===== config.mk =====
export PLATFORM = sky130hd
export DESIGN_NAME = mcpu_sequencer
export DESIGN_NICKNAME = d
export VERILOG_FILES = /design/src/rtl/mcpu_seq_pkg.sv /design/src/rtl/mcpu_seq_decode.sv /design/src/rtl/mcpu_sequencer.sv
export SDC_FILE = /design/constraint.sdc
export NUM_CORES = 1
export LEC_CHECK = 0
export CAP_MARGIN = 5
export CORE_MARGIN = 3
export CORE_UTILIZATION = 48
export DETAILED_ROUTE_END_ITERATION = 6
export PLACE_DENSITY = 0.95
export SLEW_MARGIN = 20
export SYNTH_ARGS = -nofsm -noshare
export SYNTH_HDL_FRONTEND = slang
export SYNTH_SLANG_ARGS = --single-unit

===== constraint.sdc =====
create_clock -name clk -period 6 [get_ports clk]
set_clock_uncertainty 0.15 [all_clocks]
set_input_delay 1.5 -clock clk [delete_from_list [all_inputs] [get_ports clk]]
set_output_delay 1.5 -clock clk [all_outputs]
set_load 0.005 [all_outputs]

===== src/rtl/mcpu_seq_pkg.sv =====
// Shared definitions for the MCPU sequencer: opcodes, register-file commands,
// ALU commands, FSM states and the execute-stage data source selector.
package mcpu_seq_pkg;

  localparam logic [3:0] OPC_NOP = 4'b0000;
  localparam logic [3:0] OPC_LDI = 4'b0001;
  localparam logic [3:0] OPC_LD  = 4'b0010;
  localparam logic [3:0] OPC_ST  = 4'b0011;
  localparam logic [3:0] OPC_MOV = 4'b1000;
  localparam logic [3:0] OPC_JMP = 4'b1001;
  localparam logic [3:0] OPC_JC  = 4'b1010;
  localparam logic [3:0] OPC_HLT = 4'b1111;

  // Opcodes 01xx are ALU operations; the low two bits become the ALU command.
  localparam logic [1:0] OPC_ALU_PREFIX = 2'b01;

  localparam logic [1:0] REGSET_LOAD_MEM  = 2'b00;
  localparam logic [1:0] REGSET_MOV       = 2'b01;
  localparam logic [1:0] REGSET_LOAD_DATA = 2'b10;
  localparam logic [1:0] REGSET_STORE     = 2'b11;

  localparam logic [1:0] ALU_XOR = 2'b10;
  localparam logic [1:0] ALU_ADD = 2'b11;

  typedef enum logic [2:0] {
    ST_F0   = 3'd0,
    ST_F1   = 3'd1,
    ST_EX   = 3'd2,
    ST_WB   = 3'd3,
    ST_HALT = 3'd4
  } state_e;

  typedef enum logic [1:0] {
    SRC_IMM = 2'd0,
    SRC_MEM = 2'd1,
    SRC_ALU = 2'd2,
    SRC_REG = 2'd3
  } datasrc_e;

endpackage


===== src/rtl/mcpu_seq_decode.sv =====
// Combinational instruction decoder for the MCPU sequencer.
// MCPU_SEQ_BRANCH_EN enables decoding of the conditional jump JC.
module mcpu_seq_decode
  import mcpu_seq_pkg::*;
#(
  parameter int WORD_SIZE    = 8,
  parameter int ADDR_WIDTH   = 8,
  parameter int OPERAND_SIZE = 4
) (
  input  logic [WORD_SIZE-1:0]    ir_hi_i,
  input  logic [WORD_SIZE-1:0]    ir_lo_i,
  output logic [OPERAND_SIZE-1:0] op1_o,
  output logic [OPERAND_SIZE-1:0] op2_o,
  output logic [OPERAND_SIZE-1:0] op3_o,
  output logic [1:0]              regsetcmd_o,
  output logic [1:0]              alucmd_o,
  output logic [ADDR_WIDTH-1:0]   target_o,
  output datasrc_e                dataSrc_o,
  output logic                    isLoad_o,
  output logic                    isStore_o,
  output logic                    writesReg_o,
  output logic                    isJump_o,
  output logic                    isCondJump_o,
  output logic                    isHalt_o
);

  logic [3:0]              opcode;
  logic [OPERAND_SIZE-1:0] r1;
  logic [OPERAND_SIZE-1:0] r2;
  logic [OPERAND_SIZE-1:0] r3;

  assign opcode   = ir_hi_i[WORD_SIZE-1 -: 4];
  assign r1       = ir_hi_i[OPERAND_SIZE-1:0];
  assign r2       = ir_lo_i[WORD_SIZE-1 -: OPERAND_SIZE];
  assign r3       = ir_lo_i[OPERAND_SIZE-1:0];
  assign target_o = ir_lo_i[ADDR_WIDTH-1:0];

  always_comb begin
    op1_o        = '0;
    op2_o        = '0;
    op3_o        = '0;
    regsetcmd_o  = REGSET_LOAD_MEM;
    alucmd_o     = 2'b00;
    dataSrc_o    = SRC_IMM;
    isLoad_o     = 1'b0;
    isStore_o    = 1'b0;
    writesReg_o  = 1'b0;
    isJump_o     = 1'b0;
    isCondJump_o = 1'b0;
    isHalt_o     = 1'b0;
    if (opcode[3:2] == OPC_ALU_PREFIX) begin
      op1_o       = r1;
      op2_o       = r2;
      op3_o       = r3;
      alucmd_o    = opcode[1:0];
      dataSrc_o   = SRC_ALU;
      writesReg_o = 1'b1;
    end else begin
      case (opcode)
        OPC_LDI: begin
          op1_o       = r1;
          regsetcmd_o = REGSET_LOAD_DATA;
          writesReg_o = 1'b1;
        end
        OPC_LD: begin
          op1_o       = r1;
          dataSrc_o   = SRC_MEM;
          isLoad_o    = 1'b1;
          writesReg_o = 1'b1;
        end
        OPC_ST: begin
          op1_o       = r1;
          regsetcmd_o = REGSET_STORE;
          isStore_o   = 1'b1;
        end
        // The register file performs the copy from op2 itself; datatoload mirrors RegOp1.
        OPC_MOV: begin
          op1_o       = r1;
          op2_o       = r2;
          regsetcmd_o = REGSET_MOV;
          dataSrc_o   = SRC_REG;
          writesReg_o = 1'b1;
        end
        OPC_JMP: isJump_o = 1'b1;
`ifdef MCPU_SEQ_BRANCH_EN
        OPC_JC:  isCondJump_o = 1'b1;
`endif
        OPC_HLT: isHalt_o = 1'b1;
        default: ;
      endcase
    end
  end

endmodule


===== src/rtl/mcpu_sequencer.sv =====
// MCPU fetch/decode/execute sequencer: two-byte fetch, execute, optional write-back.
// MCPU_SEQ_BRANCH_EN makes JC jump when alu_cf is set; otherwise JC behaves as NOP.
module mcpu_sequencer
  import mcpu_seq_pkg::*;
#(
  parameter int WORD_SIZE    = 8,
  parameter int ADDR_WIDTH   = 8,
  parameter int OPERAND_SIZE = 4
) (
  input  logic                    clk,
  input  logic                    reset,
  input  logic                    run,
  output logic [ADDR_WIDTH-1:0]   instraddr,
  input  logic [WORD_SIZE-1:0]    instrrd,
  output logic [ADDR_WIDTH-1:0]   addr,
  output logic                    we,
  output logic                    re,
  output logic [WORD_SIZE-1:0]    datawr,
  input  logic [WORD_SIZE-1:0]    datard,
  output logic [OPERAND_SIZE-1:0] op1,
  output logic [OPERAND_SIZE-1:0] op2,
  output logic [OPERAND_SIZE-1:0] op3,
  output logic [1:0]              regsetcmd,
  output logic                    regsetwb,
  output logic [WORD_SIZE-1:0]    datatoload,
  input  logic [WORD_SIZE-1:0]    RegOp1,
  output logic [1:0]              alucmd,
  input  logic [WORD_SIZE-1:0]    alu_out,
  input  logic                    alu_cf,
  output logic                    halted
);

  state_e                  state_q, state_d;
  logic [ADDR_WIDTH-1:0]   pc_q, pc_d;
  logic [WORD_SIZE-1:0]    irHi_q, irHi_d;
  logic [WORD_SIZE-1:0]    irLo_q, irLo_d;
  logic [WORD_SIZE-1:0]    data_q, data_d;

  logic [OPERAND_SIZE-1:0] decOp1, decOp2, decOp3;
  logic [1:0]              decRegsetcmd, decAlucmd;
  logic [ADDR_WIDTH-1:0]   target;
  datasrc_e                dataSrc;
  logic                    isLoad, isStore, writesReg, isJump, isCondJump, isHalt;
  logic                    inEx, inWb, inInstr, taken;
  logic [WORD_SIZE-1:0]    loadMux;

  mcpu_seq_decode #(
    .WORD_SIZE    (WORD_SIZE),
    .ADDR_WIDTH   (ADDR_WIDTH),
    .OPERAND_SIZE (OPERAND_SIZE)
  ) u_decode (
    .ir_hi_i      (irHi_q),
    .ir_lo_i      (irLo_q),
    .op1_o        (decOp1),
    .op2_o        (decOp2),
    .op3_o        (decOp3),
    .regsetcmd_o  (decRegsetcmd),
    .alucmd_o     (decAlucmd),
    .target_o     (target),
    .dataSrc_o    (dataSrc),
    .isLoad_o     (isLoad),
    .isStore_o    (isStore),
    .writesReg_o  (writesReg),
    .isJump_o     (isJump),
    .isCondJump_o (isCondJump),
    .isHalt_o     (isHalt)
  );

`ifdef MCPU_SEQ_BRANCH_EN
  assign taken = isJump | (isCondJump & alu_cf);
`else
  logic [1:0] unusedBranch;
  assign unusedBranch = {isCondJump, alu_cf};
  assign taken        = isJump;
`endif

  always_comb begin
    case (dataSrc)
      SRC_MEM: loadMux = datard;
      SRC_ALU: loadMux = alu_out;
      SRC_REG: loadMux = RegOp1;
      default: loadMux = irLo_q;
    endcase
  end

  // Control fields are only presented during EX and WB so they stay stable across both.
  assign inEx      = (state_q == ST_EX);
  assign inWb      = (state_q == ST_WB);
  assign inInstr   = inEx | inWb;
  assign instraddr = pc_q;
  assign op1       = inInstr ? decOp1 : '0;
  assign op2       = inInstr ? decOp2 : '0;
  assign op3       = inInstr ? decOp3 : '0;
  assign regsetcmd = inInstr ? decRegsetcmd : REGSET_LOAD_MEM;
  assign alucmd    = inInstr ? decAlucmd : 2'b00;
  assign addr      = (inInstr && (isLoad || isStore)) ? target : '0;
  assign re        = inEx & isLoad;
  assign we        = inWb & isStore;
  assign regsetwb  = inWb & writesReg;
  assign datawr    = we ? RegOp1 : '0;
  assign datatoload = !writesReg ? '0 : (inEx ? loadMux : (inWb ? data_q : '0));
  assign halted    = (state_q == ST_HALT);

  always_comb begin
    state_d = state_q;
    pc_d    = pc_q;
    irHi_d  = irHi_q;
    irLo_d  = irLo_q;
    data_d  = data_q;
    case (state_q)
      ST_F0: begin
        if (run) begin
          irHi_d  = instrrd;
          pc_d    = pc_q + 1'b1;
          state_d = ST_F1;
        end
      end
      ST_F1: begin
        irLo_d  = instrrd;
        pc_d    = pc_q + 1'b1;
        state_d = ST_EX;
      end
      ST_EX: begin
        if (writesReg) data_d = loadMux;
        if (isHalt) begin
          state_d = ST_HALT;
        end else if (writesReg || isStore) begin
          state_d = ST_WB;
        end else begin
          if (taken) pc_d = target;
          state_d = ST_F0;
        end
      end
      ST_WB:   state_d = ST_F0;
      ST_HALT: state_d = ST_HALT;
      default: state_d = ST_F0;
    endcase
  end

  always_ff @(posedge clk) begin
    if (reset) begin
      state_q <= ST_F0;
      pc_q    <= '0;
      irHi_q  <= '0;
      irLo_q  <= '0;
      data_q  <= '0;
    end else begin
      state_q <= state_d;
      pc_q    <= pc_d;
      irHi_q  <= irHi_d;
      irLo_q  <= irLo_d;
      data_q  <= data_d;
    end
  end

endmodule


==> summary.md <==
| Metric | Value |
|---|---|
| Critical-path cell list | `clkdlybuf4s50_1 -> or4b_2 -> a21oi_1 -> a211oi_1 -> a21o_1 -> clkdlybuf4s50_1` |
| FF/Latch Area | `701 um^2` |
| Die Span Y | `76.0 um` |
| Req. time, crit path | `4.35 ns` |
| Clock Pin Slew Worst Setup and Hold Paths | `0.07 ns` |
| Synthesis-stage register bit count | `35` |
| Pre-CTS WS | `roughly 0.92 ns` |
| DR pass1 iterations | `5` |
| Gates resized, CTS repair | `0` |
| CTS root buf | `clkbuf_8` |
| Worst setup EP type | `output port` |
| Worst hold path endpoint | `irHi_q[1]` |
| Synth Instances | `313` |
| Clock sinks | `35` |
| Netlist Area Pre-Place | `between 2000 and 2500 um^2` |
| Most used cell, CP | `clkdlybuf4s50_1` |
| CP bufs+invs | `2` |
| HP Start | `irHi_q[1]` |
| Area of the multi-input gates | `1520 um^2` |
| Tightest Pin Transition | `0.990 ns` |
| CP max stage cell | `or4b_2` |
| WL/cell | `~16 um` |
| Setup ws final | `0.914 ns` |
| Port Buffers | `86` |
| Starting DRC count in detailed routing | `about 180` |
| Sequential share of the synthesized area | `between 20% and 30%` |
| Setup bufs post-CTS | `0` |
| Crit Path Max Fanout | `2` |
| Antenna viol nets, final | `0` |
| Overall via count from detail_route | `roughly 2,600` |
| Fin nets | `420` |
| Tmin final | `5.09 ns` |
| Clk_lat worst skew | `0.29 ns` |
| Arr. time, crit path | `3.44 ns` |
| Die footprint | `5780 um^2` |
| CP top delay family | `buffers and inverters` |
| Ports | `88` |
| DIE WIDTH | `76.0 um` |
| Final wirelength | `7360 um` |
| H-tree lvl count | `2` |
| Area delta synth->final | `39.1%` |
| Final Cycle Share | `84.8%` |
| Setup crit start kind | `input port` |
| Hold depth | `2` |
| Max-cap violations | `0` |
| Most frequent cells in the layout | `clkdlybuf4s50_1 (86), nand2_1 (53), and2_1 (37)` |
| Total negative setup slack | `0 ns` |
| Final antenna diode count | `0` |
| GR Util All Layers | `25.4%` |
| Final Total Pwr | `0.573 mW` |
| Max-slew headroom | `33.8%` |
| Global route total overflow | `0` |
| Initial Util | `51.9%` |
| Routability cong. | `0.866` |
| Cell Pwr Density | `175 nW/um^2` |
| Share of layout cells above drive strength 1 | `around 6.5%` |
| Crit Path Class | `in2out` |
| Vias in the first global route | `2,436` |
| Worst r2r path cells | `5` |
| YS warnings | `0` |
| Total CTS buffers | `5` |
| Achievable frequency | `between 0.15 and 0.2 GHz` |
| Pin count of the biggest net entering global routing | `37` |
| R2R Path Start | `irHi_q[6]` |
| Yosys cell types | `54` |
| Post-DP HPWL | `between 5000 and 6000 um` |
| R2r setup slk | `3.48 ns` |
| Vias per inst | `5.81` |
| Core area | `~4500 um^2` |
| Post-Synthesis Mean Instance Area | `7.52 um^2` |
| Worst-case clock buffer depth | `2` |
| # hold bufs at CTS | `0` |
| Initial antenna violation count | `0` |
| Critical path's largest stage delay | `0.60 ns` |
| Peak supply drop | `around 170 uV` |
| Status | `finished clean` |
| First-pass GRT wire length | `12,200 um` |
| RSZ-0062 raised after global routing | `no` |
| Post-route DRC | `0` |
| Setup violations, final | `0` |
| Row Count | `24` |
| Number of flops mapped to enable cells by yosys | `0` |
| Reg-to-Reg End | `instraddr[2]` |
| Final hold vios | `0` |
| Leakage | `1.14 nW` |
| Most common library cell in the layout ignoring fill and taps | `clkdlybuf4s50_1` |
| Mapped Nets | `between 300 and 400` |
| Min-delay worst type | `reg2reg` |
| Asr flop ratio synth | `0%` |
| Top FF cell, synth | `dfxtp_1` |
| Slew Limit Fails | `0` |
| Filler instances | `362` |
| CTS tree | `built` |
area by class of cell:
class / instances / area share [%]
multi-input combinational: 250 / 46.5
timing repair buffer: 87 / 26.5
sequential: 35 / 21.4
clock buffer: 6 / 2.52
tap: 65 / 2.48
inverter: 4 / 0.458
clock inverter: 1 / 0.153
Yosys cell counts, types with 4 or more instances:
| library cell | number | area, um^2 |
|---|---|---|
| a21oi_1 | 32 | 160 |
| and2_1 | 37 | 231 |
| buf_2 | 8 | 40.0 |
| clkbuf_1 | 11 | 41.3 |
| dfxtp_1 | 35 | 701 |
| inv_1 | 4 | 15.0 |
| mux2i_1 | 9 | 90.1 |
| nand2_1 | 53 | 199 |
| nor2_1 | 20 | 75.1 |
| nor3_1 | 9 | 45.0 |
| nor4bb_1 | 7 | 70.1 |
| o211ai_1 | 13 | 97.6 |
| o21ai_0 | 13 | 65.1 |
| or2_2 | 5 | 31.3 |
registers in the layout, indices dropped and copies added, names as in the netlist:
| register | cells |
|---|---|
| irHi_q | 8 |
| irLo_q | 8 |
| instraddr | 8 |
| state_q | 3 |
| data_q | 8 |
how the worst max path moves through the flow:
stage	start	endpoint	slack, ns	cells after the start
final	datard[6]	datatoload[6]	0.91	6
after global routing	datard[6]	datatoload[6]	0.86	6
after detailed placement	datard[6]	datatoload[6]	0.92	6
after global placement	datard[6]	datatoload[6]	0.94	6
after CTS	datard[6]	datatoload[6]	0.91	6
after floorplan	datard[6]	datatoload[6]	1.88	4
tightest hold or removal path, cell delays in order, from the launching register on:
cell and delay, ns:
dfxtp_1 0.31, nand2_1 0.05, a21oi_1 0.05
routing by layer:
metal	share of wire, %	track usage (%)	up-vias	routed length (um)
li1	-	-	1228	-
met1	43	31.6	1198	3140
met2	47	43.4	163	3440
met3	9.0	7.09	14	661
met4	1.6	6.34	0	116
met5	0	0	-	0
per-stage QoR:
stage          instance area, um^2  std cells  hold slack, ns  util [%]
2_1_floorplan                 2350        313           0.282         -
3_3_place_gp                  3190        441           0.288      70.3
3_5_place_dp                  3190        441           0.294      70.3
4_1_cts                       3280        448           0.303      72.2
5_1_grt                       3280        448           0.317      72.2
6_report                      3280        448           0.302      72.2
where the power goes:
part | internal [mW] | switching [mW]
Combinational | 0.0634 | 0.0635
Clock | 0.0901 | 0.0877
Sequential | 0.244 | 0.0241
logic make-up (layout without fill, tap and decap cells):
logic type | Yosys count | in the layout | synth area share, %
xor+xnor | 1 | 1 | 0.372
simple gates | 158 | 158 | 36.9
compound gates | 80 | 80 | 22.6
mux | 10 | 10 | 4.30
flops | 35 | 35 | 29.8
buf+inv | 28 | 98 | 5.58
fa+ha+maj | 1 | 1 | 0.531
No activity file was read; power rests on OpenSTA's default activity.
